[config.mk]
export PLATFORM = sky130hd
export DESIGN_NAME = aes_enc_scheduler
export DESIGN_NICKNAME = d
export VERILOG_FILES = /design/src/rtl/aes_enc_scheduler.sv
export SDC_FILE = /design/constraint.sdc
export NUM_CORES = 1
export LEC_CHECK = 0
export ABC_AREA = 1
export BUFFER_PORTS_ARGS = -buffer_cell sky130_fd_sc_hd__buf_2
export CAP_MARGIN = 5
export CELL_PAD_IN_SITES_DETAIL_PLACEMENT = 1
export CELL_PAD_IN_SITES_GLOBAL_PLACEMENT = 2
export CORE_AREA = 2 2 410 412
export DETAILED_ROUTE_END_ITERATION = 10
export DIE_AREA = 0 0 412 414
export PLACE_DENSITY = 0.44
export SYNTH_ARGS = -nofsm -noshare
export SYNTH_HDL_FRONTEND = slang
export SYNTH_SLANG_ARGS = --single-unit
[constraint.sdc]
create_clock -name clk -period 21.4 [get_ports clk]
set_clock_uncertainty 0.2 [all_clocks]
set_input_delay 0 -clock clk [delete_from_list [all_inputs] [get_ports clk]]
set_output_delay 0 -clock clk [all_outputs]
set_load 0.05 [all_outputs]
[src/rtl/aes_enc_scheduler.sv]
// rtl/aes_enc_scheduler.sv - round-robin job scheduler for a shared multicycle AES-128 encrypt core
module aes_enc_scheduler #(
    parameter int SETTLE_CYCLES = 4,
    parameter int TAG_W         = 4
) (
    input  logic             clk,
    input  logic             rst,
    input  logic             req0_valid,
    output logic             req0_ready,
    input  logic [127:0]     req0_data,
    input  logic [127:0]     req0_key,
    input  logic [TAG_W-1:0] req0_tag,
    input  logic             req1_valid,
    output logic             req1_ready,
    input  logic [127:0]     req1_data,
    input  logic [127:0]     req1_key,
    input  logic [TAG_W-1:0] req1_tag,
    output logic [127:0]     core_in,
    output logic [127:0]     core_key,
    input  logic [127:0]     core_out,
    output logic             rsp_valid,
    input  logic             rsp_ready,
    output logic [127:0]     rsp_data,
    output logic [TAG_W-1:0] rsp_tag,
    output logic             rsp_src,
    output logic             busy
);

    localparam int CNT_W = (SETTLE_CYCLES > 1) ? $clog2(SETTLE_CYCLES) : 1;
    localparam logic [CNT_W-1:0] CNT_INIT = CNT_W'(SETTLE_CYCLES - 1);

    typedef enum logic [1:0] {
        IDLE   = 2'd0,
        SETTLE = 2'd1,
        RESP   = 2'd2
    } state_t;

    state_t            state;
    state_t            state_next;
    logic [CNT_W-1:0]  cnt;
    logic              last_grant;
    logic              grant;
    logic              accept;
    logic              capture;
    logic [TAG_W-1:0]  tag_q;
    logic              src_q;

    // Round-robin grant: a lone requester always wins; on contention the one not served last wins.
    always_comb begin
        grant = 1'b0;
        if (req0_valid && req1_valid) begin
            grant = ~last_grant;
        end else begin
            grant = req1_valid;
        end
        req0_ready = (state == IDLE) && req0_valid && !grant;
        req1_ready = (state == IDLE) && req1_valid && grant;
        accept     = req0_ready || req1_ready;
        capture    = (state == SETTLE) && (cnt == '0);
    end

    // Next-state logic for IDLE -> SETTLE -> RESP -> IDLE.
    always_comb begin
        state_next = state;
        case (state)
            IDLE:    if (accept) state_next = SETTLE;
            SETTLE:  if (cnt == '0) state_next = RESP;
            RESP:    if (rsp_valid && rsp_ready) state_next = IDLE;
            default: state_next = IDLE;
        endcase
    end

    // State register; busy is registered alongside it so it never glitches.
    always_ff @(posedge clk or posedge rst) begin
        if (rst) begin
            state <= IDLE;
            busy  <= 1'b0;
        end else begin
            state <= state_next;
            busy  <= (state_next != IDLE);
        end
    end

    // Settle counter and arbitration history; last_grant resets to 1 so requester 0 wins first.
    always_ff @(posedge clk or posedge rst) begin
        if (rst) begin
            cnt        <= '0;
            last_grant <= 1'b1;
        end else if (accept) begin
            cnt        <= CNT_INIT;
            last_grant <= grant;
        end else if ((state == SETTLE) && (cnt != '0)) begin
            cnt <= cnt - 1'b1;
        end
    end

    // Job capture onto the core, then ciphertext capture into the response holding registers.
    always_ff @(posedge clk or posedge rst) begin
        if (rst) begin
            core_in   <= '0;
            core_key  <= '0;
            tag_q     <= '0;
            src_q     <= 1'b0;
            rsp_data  <= '0;
            rsp_tag   <= '0;
            rsp_src   <= 1'b0;
            rsp_valid <= 1'b0;
        end else begin
            if (accept) begin
                core_in  <= grant ? req1_data : req0_data;
                core_key <= grant ? req1_key  : req0_key;
                tag_q    <= grant ? req1_tag  : req0_tag;
                src_q    <= grant;
            end
            if (capture) begin
                rsp_data  <= core_out;
                rsp_tag   <= tag_q;
                rsp_src   <= src_q;
                rsp_valid <= 1'b1;
            end else if ((state == RESP) && rsp_valid && rsp_ready) begin
                rsp_valid <= 1'b0;
            end
        end
    end

endmodule

# == Word-level counts from Yosys, hierarchy flattened ==
# Index checks and enable logic that the tools add are counted.
# word_totals
reg_bits,401
input_bits,653
output_inout_bits,393
# classes
n_addsub,1
eq_ne,2
mux,12
n_bitwise,1
reduce_logical,18
# ops
op,count
$mux W128,2
$logic_and A1 B1 Y1,10
$mux W2,5
$reduce_bool A2 Y1,4
$pmux W2 S3,1
$logic_not A2 Y1,2
$mux W4,1
$mux W1,3
$eq A2 B1 Y1 const B,1
$eq A2 B2 Y1 const B,1
$sub A2 B1 Y2 const B,1
$logic_not A1 Y1,1
$logic_or A1 B1 Y1,1
$not A1 Y1,1

# == Depth between registers and ports, before layout ==
# Gate-level depths: netlist of run 1.
# logic_depth
word_depth,8
mapped_depth,9

# == Worst setup path before layout of run 1 ==
# No wires, ideal clock.
# synth_timing
path_kind,reg-to-output
startpoint,register state[1]
endpoint,output req0_ready
arrival_time_ns,1.857
required_time_ns,21.200
path_slack_ns,19.343
stages_incl_launch_ff,7
n_path_buf,3
cell_sequence,dfrtp_1 -> nor2_1 -> nand2_1 -> buf_4 -> buf_2 -> buf_2 -> a21oi_1
# synth_between
elab_chain_len,3
# synth_rtl
item,line_no,rtl
start: declaration,38,state_t state;
start signal: assignment,79,state <= state_next;
$logic_not A2 Y1,56,req0_ready = (state == IDLE) && req0_valid && !grant;
$logic_and A1 B1 Y1 (2 in a row),56,
end: declaration,9,"output logic req0_ready,"
# No other way between the ends.

# == Worst setup path in the final report of run 1 ==
# layout_timing
startpoint,register last_grant
endpoint,register core_in[55]
# layout_between
elab_chain_len,5
# layout_rtl
item,line_no,rtl
start: declaration,41,logic last_grant;
start signal: assignment,91,last_grant <= grant;
$not A1 Y1 *,52,grant = ~last_grant;
$mux W1 *,51,if (req0_valid && req1_valid) begin
$logic_not A1 Y1,56,
$logic_and A1 B1 Y1,56,
$logic_or A1 B1 Y1,58,accept = req0_ready || req1_ready;
end signal: assignment,110,core_in <= grant ? req1_data : req0_data;
end: declaration,18,"output logic [127:0] core_in,"
# Mark *: on every way between the ends. The rest lies on a longest branch, timed or not.
# A chain may end at the register's enable or synchronous reset.

==> impl_results.md, run 1 <==
- Final Hold Slack: ~0.062 ns
- Post-synthesis cell type count: 16
- Number of cell rows: 150
- Top post-synthesis cells by area: dfrtp_1 52%, nand2_1 28%, nand3_1 14%
- Max cap viols: 0
- Final nets: 5302
- CTS tree: built
- Power per Cell Area: roughly 140 nW/um2
- Post-Synth Simple-Gate Area: between 40 and 50%
- Post-synth top area share: a little over half
- Yosys top cell by area: dfrtp_1
- Max Freq: between 0.2 and 0.25 GHz
- Mean post-synth cell area: approximately 7.4 um2
- Final HPWL DP: approximately 93000 um
- Global-route wire length before repair: between 150000 and 200000 um
- Maximum vdd ir drop: between 60 and 70 uV
- Mapped Area: 19200 um2
- Clk buf depth: 3
- Hold Fails Final Rpt: 0
- Initial Utilization: approximately 12%
- Synthesized-area fraction occupied by adder cells: less than 1%
- Total global routing overflow: 0
- Syn Inst Count: roughly 2600
- DRC violations left: 0
- Final wirelength: ~130000 um
- Initial antenna violation count: 38
- Core Region: about 170000 um2
- Sequential area share after synthesis: 52.3%
- # clock sinks: 401
- Die Y: around 410 um
- Routed Antenna Nets: 0
- Yosys warnings: 0
- Clock latency on the worst-skew pair: ~0.65 ns
- Proportion of layout cells with a drive suffix above 1: about a quarter
- Post-route clock period utilization: between 20 and 25%
- Largest family of logic cells by synthesized area: simple AND/OR/NAND/NOR gates
- Yosys reg bits: 401
- CTS root buffer: clkbuf_16
- Total number of vias: about 26000
- IO Count: 1046
- Htree depth: 2
- Worst slew pin tran: 0.931 ns
- Routed vias/inst: roughly 3.8
- IO buf count: 1045
- Critical path class: reg -> reg
- Critical Path RT: between 20 and 25 ns
- Compound-cell area share of the yosys netlist: less than 1%
- Min Clock Period, post-route: 4.77 ns
- Clock transition at path regs: around 0.060 ns
- Cts bufs inserted: between 50 and 60
- First drt pass iteration count: 5
- RSZ-0062 raised after global routing: false
- Post-synthesis mux area share: 0%
- Worst rel slew slack: approximately 38%
- Vias in the first global route: 28520
- WL/cell: about 19 um
- DR iter-0 viols: 1091
- Pleak: roughly 20 nW
- Fillers: a little over 20000
- Fin. max-slew vios: 0
- Die area: 171000 um2
- Largest net degree at the start of global routing: between 100 and 150
- Min-delay worst type: in -> reg
- Status: finished, final reports clean
- All-Layer GR Usage: between 10% and 20%
- Crit path DAT: slightly above 5 ns
- Final weighted congestion of routability-driven global placement: just under 0.8
- Total power: around 5.5 mW
- Post-CTS Resized: 0
- Crit-path max FO: between 60 and 70
- Syn nets: 3256
- Synth Area in XOR/XNOR: 0%
- Final setup fails: 0
- Area growth from synthesis to layout: 106%
- Chip width: 412 um
- Crit end category: flip-flop
- CP Launch Type: flip-flop
- Setup TNS: 0 ns
final cells by class:
| type | count | area, um2 | area share [%] |
|---|---|---|---|
| clock inverters | 11 | 134 | 0.338 |
| diodes | 20 | 50.0 | 0.126 |
| well taps | 2204 | 2760 | 6.96 |
| multi-input cells | 1990 | 8210 | 20.7 |
| repair buffers | 2185 | 16600 | 41.9 |
| inverters | 11 | 53.8 | 0.136 |
| clock buffers | 94 | 1770 | 4.46 |
| flip-flops and latches | 401 | 10000 | 25.3 |
cells in the mapped netlist (all sizes together):
| library cell | count |
|---|---|
| a21oi | 1 |
| buf | 146 |
| clkbuf | 54 |
| dfrtp | 400 |
| dfstp | 1 |
| ha | 1 |
| inv | 11 |
| nand2 | 1458 |
| nand3 | 526 |
| nor2 | 3 |
| o211ai | 1 |
critical path: stages (launching register included):
cell and delay, ns:
dfstp_2 0.38, nand2_4 0.40, nand3_4 0.63, nand2_8 0.69, buf_4 0.66, buf_4 0.72
nand2_1 0.13, dlygate4sd3_1 0.62, nand2_1 0.07
flip-flops by register name (all words and copies together) (netlist names):
name and flops:
core_key 128, cnt 2, state 2, core_in 128, rsp_src 1, rsp_valid 1
src_q 1, rsp_tag 4, busy 1, last_grant 1, rsp_data 128, tag_q 4
path summary, 6_finish.rpt:
check                      cells after the start  slack (ns)            from           end
setup / recovery                               8       16.63      last_grant   core_in[55]
hold / removal                                 6        0.06  req1_data[118]  core_in[118]
setup reg to reg                               8       16.63      last_grant   core_in[55]
hold reg to reg                                2        0.27    rsp_data[37]  rsp_data[37]
max in group asynchronous                      7       17.69             rst   core_in[63]
min in group asynchronous                      4        0.47             rst  core_key[63]
stage by stage:
stage                     std cells  setup slack (ns)  cell area [um2]  util (%)
after floorplan                2602             10.05            19200         -
after global placement         5682             17.07            26500      16.0
after detailed placement       5682             17.06            26500      16.0
after CTS                      6896             16.52            39500      23.8
after global routing           6912             16.24            39600      23.8
final                          6916             16.63            39600      23.8
timing repair:
item                                   in CTS  in global routing
hold buffers                             1109                  0
endpoints found under the hold margin     478                  0
buffers inserted                            0                  0
placed cells by master, fill, tap and decap left out, drive strengths merged:
master / instances
buf: 1076
nand2: 1458
clkinvlp: 1
nand3: 526
dfrtp: 400
clkinv: 8
inv: 11
clkbuf: 94
dfstp: 1
dlygate4sd3: 1109
ha: 1
o211ai: 1
bufinv: 2
a21oi: 1
nor2: 3
diode: 20
cell families after synthesis:
family                     count (synthesis)
and+or+nand+nor                         1987
DFF                                      401
buffers and inverters                    211
AOI/OAI and AO/OA                          2
adders and majority gates                  1
layer usage:
metal | wire length (um) | GRT usage (%) | vias to the layer above | part of all wire, %
met5 | 139 | 0 | - | 0.11
met4 | 4570 | 5.28 | 22 | 3.5
met3 | 9930 | 4.80 | 178 | 7.5
met2 | 65400 | 26.6 | 715 | 50
met1 | 51800 | 16.8 | 12699 | 39
li1 | - | - | 12340 | -
where the power goes:
group | internal [mW] | total (mW) | switching (mW)
clock network | 0.583 | 0.987 | 0.404
logic | 0.865 | 3.21 | 2.35
registers | 1.13 | 1.33 | 0.204
total | 2.57 | 5.53 | 2.95
Note: power is estimated with default switching activity, not from simulation.
==> inputs of run 2 (changes only) <==
- CORE_AREA: 2 2 410 412 -> 2 2 403 405
- DIE_AREA: 0 0 412 414 -> 0 0 405 407
- PLACE_DENSITY: 0.44 -> 0.45
- clock period: 21.4 -> 4.9 ns (I/O delays scaled with it)
==> run 2 against run 1 <==
Compared with the run above: the flow now stops in clock tree synthesis; synthesized cell count unchanged; synthesized area unchanged.
==> impl_results.md, run 2 <==
- CTS root buffer: clkbuf_16 (unchanged)
- Chip width: 405 um (was 412 um)
- Sequential area share after synthesis: 52.3% (unchanged)
- Number of cell rows: 147 (was 150)
- Status: stopped before the end (was finished, final reports clean)
- Post-CTS Resized: 0 (unchanged)
- Failed at: clock tree synthesis
- Clk buf depth: 3 (unchanged)
- IO buf count: 1045 (unchanged)
- Die Y: 407 um (was 414 um)
- Dominant register cell in the synthesized netlist: dfrtp_1 (unchanged)
- # hold bufs at CTS: 1153 (was 1109)
- Htree depth: 2 (unchanged)
- Yosys warnings: 0 (unchanged)
- Synth Area in XOR/XNOR: 0% (unchanged)
- Yosys top cell by area: dfrtp_1 (unchanged)
- Yosys reg bits: 401 (unchanged)
- Final weighted congestion of routability-driven global placement: 0.776 (was 0.772)
- IO Count: 1046 (unchanged)
- Largest family of logic cells by synthesized area: simple AND/OR/NAND/NOR gates (unchanged)
- Syn Inst Count: 2602 (unchanged)
- Post-synthesis mux area share: 0% (unchanged)
- Initial Utilization: 12.0% (was 11.5%)
- Syn nets: 3256 (unchanged)
- Synthesized-area fraction occupied by adder cells: 0.0652% (unchanged)
- Async S/R FF share, synth: 100% (unchanged)
- Err: [ERROR RSZ-0060] Max buffer count reached.
- Mapped Area: 19200 um2 (unchanged)
- Top post-synthesis cells by area: dfrtp_1 52%, nand2_1 28%, nand3_1 14% (unchanged)
- Placed insts: 5649 (was 5682)
- Post-CTS setup buffer count: 0 (unchanged)
- Most numerous cell in the Yosys netlist: nand2_1 (unchanged)
- Compound-cell area share of the yosys netlist: 0.0652% (unchanged)
- Mean post-synth cell area: 7.38 um2 (unchanged)
- Cts bufs inserted: 59 (unchanged)
- Final HPWL DP: 91400 um (was 93400 um)
- Top cells by count, synth: 1456 x nand2_1, 525 x nand3_1, 400 x dfrtp_1, 95 x buf_2, 54 x clkbuf_1 (unchanged)
- # clock sinks: 401 (unchanged)
- Post-synth EDFFs: 0 (unchanged)
- Post-Place Setup Slack: 1.77 ns (was 17.06 ns)
- Post-synthesis cell type count: 16 (unchanged)
- Post-Synth Simple-Gate Area: 42.3% (unchanged)
- Post-synth top area share: 52.2% (unchanged)
-- run 2: kinds of logic after synthesis --
group / after synthesis
compound gates: 2
fa+ha+maj: 1
buf+inv: 211
flops: 401
simple gates: 1987
-- run 2: per-stage QoR --
stage / utilization, % / instance area, um2
floorplan: - / 19200
global placement: 16.7 / 26700
detailed placement: 16.7 / 26700
==> inputs of run 3 (changes only) <==
- CELL_PAD_IN_SITES_DETAIL_PLACEMENT: 1 -> unset
- CELL_PAD_IN_SITES_GLOBAL_PLACEMENT: 2 -> unset
- CORE_AREA: 2 2 403 405 -> 2 2 409 411
- DIE_AREA: 0 0 405 407 -> 0 0 411 413
- PLACE_DENSITY: 0.45 -> unset
- PLACE_DENSITY_LB_ADDON: unset -> 0.15
==> run 3 against run 2 <==
Compared with the run above: the flow now finishes without violations.
==> impl_results.md, run 3 (synthesis results as in run 1) <==
- Final wirelength: roughly 120000 um
- Core Region: about 170000 um2
- Clock transition at path regs: approximately 0.06 ns
- Biggest regs: core_in: 128 flops, core_key: 128 flops, rsp_data: 128 flops
- Crit path DAT: approximately 4.4 ns
- CTS tree: built
- Worst path top cell family by delay: buffers and inverters
- Critical path class: reg -> reg
- First drt pass iteration count: 5
- Crit-path max FO: 86
- Worst rel slew slack: 30.3%
- Met3 Wirelength: about 7600 um
- Power per Cell Area: around 600 nW/um2
- RSZ-0062 raised after global routing: false
- Worst slew pin tran: ~1.0 ns
- Largest net degree at the start of global routing: 152
- # clock sinks: 401 (unchanged)
- Routed met1 length: roughly 48000 um
- R2r setup slk: 0.94 ns
- Buffer and inverter count on the worst path: 5
- DRC violations left: 0
- Area after DPL: 26800 um2 (was 26700 um2)
- Clk buf depth: 3 (unchanged)
- Post-CTS setup buffer count: 0 (unchanged)
- Critical Path RT: 5.29 ns
- Routed Antenna Nets: 0
- Pleak: about 21 nW
- Max Freq: ~0.25 GHz
- Initial antenna violation count: 21
- Final nets: approximately 5400
- HP Start: req1_key[40]
- Area occupied by multi-input gates: slightly above 8000 um2
- Global-route wire length before repair: 171000 um
- Highest routed layer: met5
- CP peak stage delay: approximately 0.60 ns
- Worst path cell trace: nand2_4 -> nand2_8 -> buf_4 -> buf_4 -> nand2_1 -> nand2_1 -> dlygate4sd3_1 -> nand2_1 -> dlygate4sd3_1 -> nand2_1 -> dlygate4sd3_1
- Post-route clock period utilization: about four fifths
- Setup TNS: 0 ns
- Most frequent CP cell: nand2_1
- DR iter-0 viols: approximately 1200
- Most common cell after layout, fill and taps aside: nand2_1
- Die Y: 413 um (was 407 um)
- Clock latency on the worst-skew pair: around 0.65 ns
- Maximum vdd ir drop: 352 uV
- Final weighted congestion of routability-driven global placement: 0.793 (was 0.776)
- Routed vias/inst: 3.71
- Crit end category: flip-flop
- Final setup fails: 0
- Min-delay worst type: in -> reg
- Number of cell rows: 150 (was 147)
- FF/Latch Area: 10000 um2
- Total power: about 24 mW
- Total number of vias: 25759
- Cts bufs inserted: 56 (was 59)
- Total global routing overflow: 0
- Status: finished, final reports clean (was stopped before the end)
- Fin. max-slew vios: 0
- Chip width: 411 um (was 405 um)
- Initial Utilization: 11.6% (was 12.0%)
- Worst Setup SP: last_grant
- IO Count: 1046 (unchanged)
- Die area: between 150000 and 200000 um2
- Hold Fails Final Rpt: 0
- Max cap viols: 0
- R2r startpoint: last_grant
- IO buf count: 1045 (unchanged)
- CTS root buffer: clkbuf_16 (unchanged)
- Fillers: ~19000
- Vias in the first global route: 26126
- Proportion of layout cells with a drive suffix above 1: roughly 25%
- Most frequent cells in the layout: 1454 x nand2_1, 1156 x dlygate4sd3_1, 1044 x buf_2, 524 x nand3_1, 400 x dfrtp_1
- Htree depth: 2 (unchanged)
- CP max stage cell: nand2_8
- All-Layer GR Usage: between 10% and 20%
- WL/cell: approximately 17 um
- Area growth from synthesis to layout: 110%
- Min Clock Period, post-route: between 3 and 4 ns
- Finished Cell Area: roughly 40000 um2
- CP Launch Type: flip-flop
- Final HPWL DP: 84200 um (was 91400 um)
- Metal2 WL: between 50000 and 60000 um
## run 3: final timing paths
kind	endpoint	cells past startpoint
min in group asynchronous	core_key[57]	4
min	core_key[40]	6
max in group asynchronous	core_key[102]	6
max reg2reg	core_key[85]	11
max	core_key[85]	11
min reg2reg	rsp_tag[0]	2
## run 3: layout make-up
class                      count  area share [%]
sequential                   401            25.0
timing repair buffer        2240            43.0
multi-input combinational   1990            20.4
clock buffer                  90            4.20
clock inverter                 8           0.376
antenna                        7          0.0436
inverter                      11           0.124
tap                         2204            6.86
## run 3: what timing repair did
action | in CTS | in global routing
hold buffers | 1156 | 0
hold endpoints to repair | 695 | 0
resized for setup | 0 | 0
## run 3: stage by stage
| stage | utilization (%) | hold WS, ns | cells | setup WS (ns) |
|---|---|---|---|---|
| CTS | 24.2 | 0.000415 | 6944 | 0.875 |
| floorplan | - | -0.0904 | 2602 | -0.699 |
| finish | 24.2 | 0.0563 | 6951 | 0.937 |
| detailed placement | 16.1 | -0.141 | 5690 | 1.92 |
| global route | 24.2 | 0.0471 | 6950 | 0.773 |
| global placement | 16.1 | -0.123 | 5690 | 1.95 |
## run 3: metal layers
metal | vias to the layer above | GRT usage, %
li1 | 12429 | -
met1 | 12349 | 15.7
met2 | 788 | 23.5
met3 | 179 | 3.29
met4 | 14 | 4.98
met5 | - | 0
## run 3: power by group
part	switching (mW)	total (mW)	internal, mW
registers	0.842	5.76	4.92
clock network	1.72	4.22	2.50
logic	10.1	14.0	3.92
## run 3: worst min-delay path: stages
cell	delay, ns
buf_2	0.08
nand3_1	0.07
nand2_1	0.07
dlygate4sd3_1	0.55
nand2_1	0.05
nand2_1	0.04
